$ cat src/rtl/branch_predictor.sv
// Direct-mapped BTB with 2-bit saturating counters plus an in-flight prediction queue.
// Optional statistics counters are built when BP_STATS_EN is defined.
module branch_predictor #(
    parameter int INDEX_W = 4,
    parameter int QDEPTH  = 4
) (
    input  logic        clk_i,
    input  logic        rsn_i,
    input  logic [31:0] fetch_pc_i,
    input  logic        fetch_valid_i,
    input  logic        flush_i,
    input  logic        alu_valid_i,
    input  logic        alu_branch_i,
    input  logic        alu_jumps_i,
    input  logic [31:0] alu_pc_jmp_i,
    output logic        bp_prediction_o,
    output logic        bp_taken_o,
    output logic [31:0] bp_pred_pc_o,
    output logic        bp_error_o,
    output logic        bp_full_o,
    output logic [31:0] bp_br_cnt_o,
    output logic [31:0] bp_miss_cnt_o
);

    localparam int ENTRIES = 1 << INDEX_W;
    localparam int TAG_W   = 30 - INDEX_W;
    localparam int PTR_W   = $clog2(QDEPTH);
    localparam int CNT_W   = PTR_W + 1;
    localparam logic [CNT_W-1:0] QDEPTH_C = CNT_W'(QDEPTH);

    logic              tbl_valid [ENTRIES];
    logic [TAG_W-1:0]  tbl_tag   [ENTRIES];
    logic [1:0]        tbl_ctr   [ENTRIES];
    logic [31:0]       tbl_tgt   [ENTRIES];

    logic [31:0]       q_pc      [QDEPTH];
    logic              q_taken   [QDEPTH];
    logic [31:0]       q_tgt     [QDEPTH];
    logic [PTR_W-1:0]  wr_ptr, rd_ptr;
    logic [CNT_W-1:0]  count, count_n;

    // ---------------- lookup (fetch side) ----------------
    logic [INDEX_W-1:0] lk_idx;
    logic [TAG_W-1:0]   lk_tag;
    logic               lk_hit;

    assign lk_idx = fetch_pc_i[INDEX_W+1:2];
    assign lk_tag = fetch_pc_i[31:INDEX_W+2];
    assign lk_hit = tbl_valid[lk_idx] && (tbl_tag[lk_idx] == lk_tag);

    assign bp_prediction_o = lk_hit;
    assign bp_taken_o      = lk_hit & tbl_ctr[lk_idx][1];
    assign bp_pred_pc_o    = lk_hit ? tbl_tgt[lk_idx] : 32'h0;

    // ---------------- queue head and resolution ----------------
    logic        q_empty, q_full;
    logic [31:0] head_pc, head_tgt;
    logic        head_taken;
    logic        actual, mispredict, push, pop;

    assign q_empty = (count == '0);
    assign q_full  = (count == QDEPTH_C);
    assign bp_full_o = q_full;

    // An empty queue presents a not-taken head at pc 0 so a stray resolve still flags a taken branch.
    assign head_pc    = q_empty ? 32'h0 : q_pc[rd_ptr];
    assign head_taken = q_empty ? 1'b0  : q_taken[rd_ptr];
    assign head_tgt   = q_empty ? 32'h0 : q_tgt[rd_ptr];

    assign actual     = alu_branch_i & alu_jumps_i;
    assign mispredict = alu_valid_i &
                        ((head_taken != actual) ||
                         (head_taken & actual & (head_tgt != alu_pc_jmp_i)));
    assign bp_error_o = mispredict;

    // fetch_valid_i and alu_valid_i are one-cycle strobes: a push is accepted only when the queue
    // has room (or frees a slot the same cycle) and no flush/mispredict is redirecting fetch;
    // a pop is accepted whenever the queue is non-empty.
    assign pop  = alu_valid_i & ~q_empty;
    assign push = fetch_valid_i & (~q_full | pop) & ~flush_i & ~mispredict;

    always_comb begin
        count_n = count;
        case ({push, pop})
            2'b10:   count_n = count + CNT_W'(1);
            2'b01:   count_n = count - CNT_W'(1);
            default: count_n = count;
        endcase
    end

    always_ff @(posedge clk_i or negedge rsn_i) begin
        if (!rsn_i) begin
            wr_ptr <= '0;
            rd_ptr <= '0;
            count  <= '0;
        end else if (flush_i || mispredict) begin
            wr_ptr <= '0;
            rd_ptr <= '0;
            count  <= '0;
        end else begin
            if (push) wr_ptr <= wr_ptr + PTR_W'(1);
            if (pop)  rd_ptr <= rd_ptr + PTR_W'(1);
            count <= count_n;
        end
    end

    // Payload needs no reset: it is only observed through count.
    always_ff @(posedge clk_i) begin
        if (push) begin
            q_pc[wr_ptr]    <= fetch_pc_i;
            q_taken[wr_ptr] <= bp_taken_o;
            q_tgt[wr_ptr]   <= bp_pred_pc_o;
        end
    end

    // ---------------- table update (resolution side) ----------------
    logic [INDEX_W-1:0] up_idx;
    logic [TAG_W-1:0]   up_tag;
    logic               up_hit;

    assign up_idx = head_pc[INDEX_W+1:2];
    assign up_tag = head_pc[31:INDEX_W+2];
    assign up_hit = tbl_valid[up_idx] && (tbl_tag[up_idx] == up_tag);

    always_ff @(posedge clk_i or negedge rsn_i) begin
        if (!rsn_i) begin
            for (int i = 0; i < ENTRIES; i++) begin
                tbl_valid[i] <= 1'b0;
                tbl_tag[i]   <= '0;
                tbl_ctr[i]   <= 2'b01;
                tbl_tgt[i]   <= 32'h0;
            end
        end else if (pop) begin
            if (alu_branch_i) begin
                if (!up_hit) begin
                    tbl_valid[up_idx] <= 1'b1;
                    tbl_tag[up_idx]   <= up_tag;
                    tbl_ctr[up_idx]   <= actual ? 2'b10 : 2'b01;
                    if (actual) tbl_tgt[up_idx] <= alu_pc_jmp_i;
                end else if (actual) begin
                    if (tbl_ctr[up_idx] != 2'b11) tbl_ctr[up_idx] <= tbl_ctr[up_idx] + 2'b01;
                    tbl_tgt[up_idx] <= alu_pc_jmp_i;
                end else begin
                    if (tbl_ctr[up_idx] != 2'b00) tbl_ctr[up_idx] <= tbl_ctr[up_idx] - 2'b01;
                end
            end else if (up_hit) begin
                // A non-branch matched the entry: it was an alias, so drop it.
                tbl_valid[up_idx] <= 1'b0;
            end
        end
    end

    logic unused_pc_bits;
    assign unused_pc_bits = ^{fetch_pc_i[1:0], head_pc[1:0]};

`ifdef BP_STATS_EN
    logic [31:0] br_cnt, miss_cnt;
    always_ff @(posedge clk_i or negedge rsn_i) begin
        if (!rsn_i) begin
            br_cnt   <= 32'h0;
            miss_cnt <= 32'h0;
        end else begin
            if (pop && alu_branch_i) br_cnt <= br_cnt + 32'h1;
            if (mispredict)          miss_cnt <= miss_cnt + 32'h1;
        end
    end
    assign bp_br_cnt_o   = br_cnt;
    assign bp_miss_cnt_o = miss_cnt;
`else
    assign bp_br_cnt_o   = 32'h0;
    assign bp_miss_cnt_o = 32'h0;
`endif

endmodule

$ cat config.mk
export PLATFORM = sky130hd
export DESIGN_NAME = branch_predictor
export DESIGN_NICKNAME = d
export VERILOG_FILES = /design/src/rtl/branch_predictor.sv
export SDC_FILE = /design/constraint.sdc
export NUM_CORES = 2
export LEC_CHECK = 0
export CAP_MARGIN = 20
export CORE_MARGIN = 4
export CORE_UTILIZATION = 56
export DETAILED_ROUTE_END_ITERATION = 12
export PLACE_DENSITY = 0.82
export SYNTH_ARGS = -nofsm -noshare
export SYNTH_HDL_FRONTEND = slang
export SYNTH_SLANG_ARGS = --single-unit
$ cat constraint.sdc
create_clock -name clk_i -period 5.7 [get_ports clk_i]
set_clock_uncertainty 0.05 [all_clocks]
set_input_delay 1.14 -clock clk_i [delete_from_list [all_inputs] [get_ports clk_i]]
set_output_delay 1.14 -clock clk_i [all_outputs]
set_load 0.02 [all_outputs]
==> out/qor.yml <==
status: "finished, final reports clean"
antenna_found_initial: 3
die_y_um: 331
fin_area_um2: 67300
drv_cap: 0
htree_levels: 3
hold_violations: 0
grt_pass1_wl_mm: 263
clk_latency_ns: 0.74
grtUsageTotal_pct: 31.3
synth-seq-cells: 1235
cts_buffers: 118
ys_seq_area_share_pct: 55.0
setup_viol: 0
rrSetupSlack_ns: 0.16
path_cells: "clkbuf_16, buf_16, mux4_2, mux4_2, xnor2_1, nand4_1, nor4_4, buf_6, buf_12, and3_1, buf_4"
fmax_mhz: 176
hold_class: "primary input to async pin"
relSlewSlack_pct: 19.2
finalCritPeriodShare_pct: 99.4
grt_max_degree: 141
avgViaCountPerCell: 6.84
synth_edf_count: 252
regToRegEndpoint: "tbl_tag[232]$_DFFE_PN0P_"
yosysMostFrequentCell: "dfrtp_1"
yosysWarnings: 0
timing.hold.ws_ns: 0.418
final_util_pct: 64.9
dpl.hpwl_mm: 104
drt-initial-drc-count: 5499
wire_per_inst_um: 29.0
drv_slew: 0
r2r_start: "rd_ptr[1]$_DFFE_PN0P_"
gp_congestion: 0.926
die-area_um2: 110000
clock_sinks: 1235
fin_tns_setup_ns: 0
slowest_stage: "mux4_2"
path_max_fanout: 11
cp_common_cell: "mux4_2"
critPathMaxStageDelay_ns: 0.55
powerDensity_nw_per_um2: 363
setup_ws_ns: 0.0336
p_leak_nw: 28.8
grt_pass1_vias: 42133
clock_path_buffers: 3
drtAntennaViolNets: 0
fp.coreArea_um2: 104000
synth_async_sr_flop_share_pct: 79.6
worst_slew_pin_slew_ns: 1.21
ioPinCount: 171
route.detailed.drc: 0
yosys.area.top_type_share_pct: 41.4
synth_area_leaders: "dfrtp_1, mux4_2, edfxtp_1"
port_buffers: 104
mappedNetlistArea_um2: 58500
min_period_ns: 5.67
synth_cells: 4355
nets: 4565
synth_common_cells: "dfrtp_1, mux2_2, nand2_1"
syn_to_final_growth_pct: 14.9
reg2regPathDepth: 17
worstPathRequired_ns: 4.51
place_area_um2: 62800
overflow: 0
start_util_pct: 56.5
p_total_mw: 24.4
tritoncts: "yes"
num_vias: 40824
path_clk_slew_ns: 0.06
peakVddDrop_mv: 0.293
critPathKind: "primary input to output port"
die_w_um: 331
root_buffer: "clkbuf_16"
cp.arrival_ns: 4.48
pre_cts_ws_ns: -0.546
synthDistinctLibCells: 79
routed_wl_mm: 173
yosysTopAreaCell: "dfrtp_1"
avgSynthCellArea_um2: 13.4
post-place-cells: 5733
end_kind: "output port"
synthFlopType: "dfrtp_1"
drive_above_1_share_pct: 35.0
cp-start-kind: "primary input"
rows: 118
stdcell_count: 5972
first_pass_iters: 8
## layer usage
metal / vias to the layer above / share of wire [%] / track usage [%] / wire length, um
met5: - / 0.016 / 0 / 27
met4: 4 / 6.6 / 17.1 / 11500
met3: 772 / 11 / 8.36 / 19300
met2: 2812 / 47 / 49.1 / 81400
met1: 20816 / 35 / 40.0 / 60800
li1: 16420 / - / - / -
## worst max-delay path, delay by kind of cell
kind          cells  cell delay [ns]
mux               2             1.06
simple gates      3             1.02
buf+inv           5             0.95
xor+xnor          1             0.27
## area by class of cell
| class | count | area (um^2) |
|---|---|---|
| tap | 1380 | 1730 |
| inverter | 15 | 56.3 |
| fill | 6914 | 36400 |
| multi-input combinational | 2699 | 24800 |
| antenna | 4 | 10.0 |
| clock inverter | 44 | 587 |
| sequential | 1235 | 32200 |
| clock buffer | 180 | 3560 |
| timing repair buffer | 415 | 4320 |
## sequential cells by signal, summed over array words and instances (netlist names), named ones only
name	count
tbl_tgt	512
tbl_tag	416
q_tgt	128
q_pc	120
tbl_ctr	32
q_taken	4
count	3
rd_ptr	2
wr_ptr	2
## repair_timing
item	CTS	global route
endpoints found under the hold margin	0	0
gates resized for setup	85	56
setup endpoints to repair	466	462
hold buffers	0	0
pin swaps	3	8
setup buffers	4	5
cloned	2	1
## kinds of logic after synthesis
group | after synthesis | synth area share [%]
flip-flops | 1235 | 55.0
multiplexers | 1004 | 26.3
AND/OR/NAND/NOR | 794 | 5.91
AO/OA/AOI/OAI | 758 | 7.86
buffers and inverters | 484 | 3.62
XOR/XNOR | 69 | 1.03
adder cells (fa/ha/maj) | 10 | 0.227
other | 1 | 0.00641
## where the power goes
group | total (mW) | switching, mW | internal, mW
sequential | 10.1 | 0.415 | 9.65
combinational | 6.05 | 3.83 | 2.22
clock | 8.30 | 3.52 | 4.78
## layout by cell type (no fill, tap or decap), drive strengths merged, types with 20 or more instances in the layout
| cell | instances |
|---|---|
| a31oi | 40 |
| nor4 | 23 |
| o21ai | 457 |
| buf | 330 |
| a32oi | 27 |
| and3 | 37 |
| clkbuf | 195 |
| mux2i | 32 |
| clkinv | 25 |
| conb | 64 |
| mux4 | 367 |
| inv | 21 |
| nor2 | 57 |
| nand2 | 564 |
| a21oi | 30 |
| o211ai | 44 |
| nor3 | 20 |
| clkdlybuf4s50 | 64 |
| dfrtp | 967 |
| xnor2 | 53 |
| edfxtp | 252 |
| a22oi | 30 |
| o22ai | 25 |
| mux2 | 605 |
## worst max-delay path by stage
stage | start | endpoint | slack [ns]
6_report | fetch_pc_i[3] | bp_pred_pc_o[4] | 0.03
5_1_grt | rd_ptr[1]$_DFFE_PN0P_ | tbl_tag[232]$_DFFE_PN0P_ | -0.004
4_1_cts | fetch_pc_i[3] | bp_pred_pc_o[29] | 0.004
3_5_place_dp | fetch_pc_i[3] | bp_pred_pc_o[12] | -0.55
3_3_place_gp | fetch_pc_i[3] | bp_pred_pc_o[14] | -0.50
2_1_floorplan | fetch_pc_i[4] | bp_pred_pc_o[22] | 0.02
(Power assumes the default switching activity.)
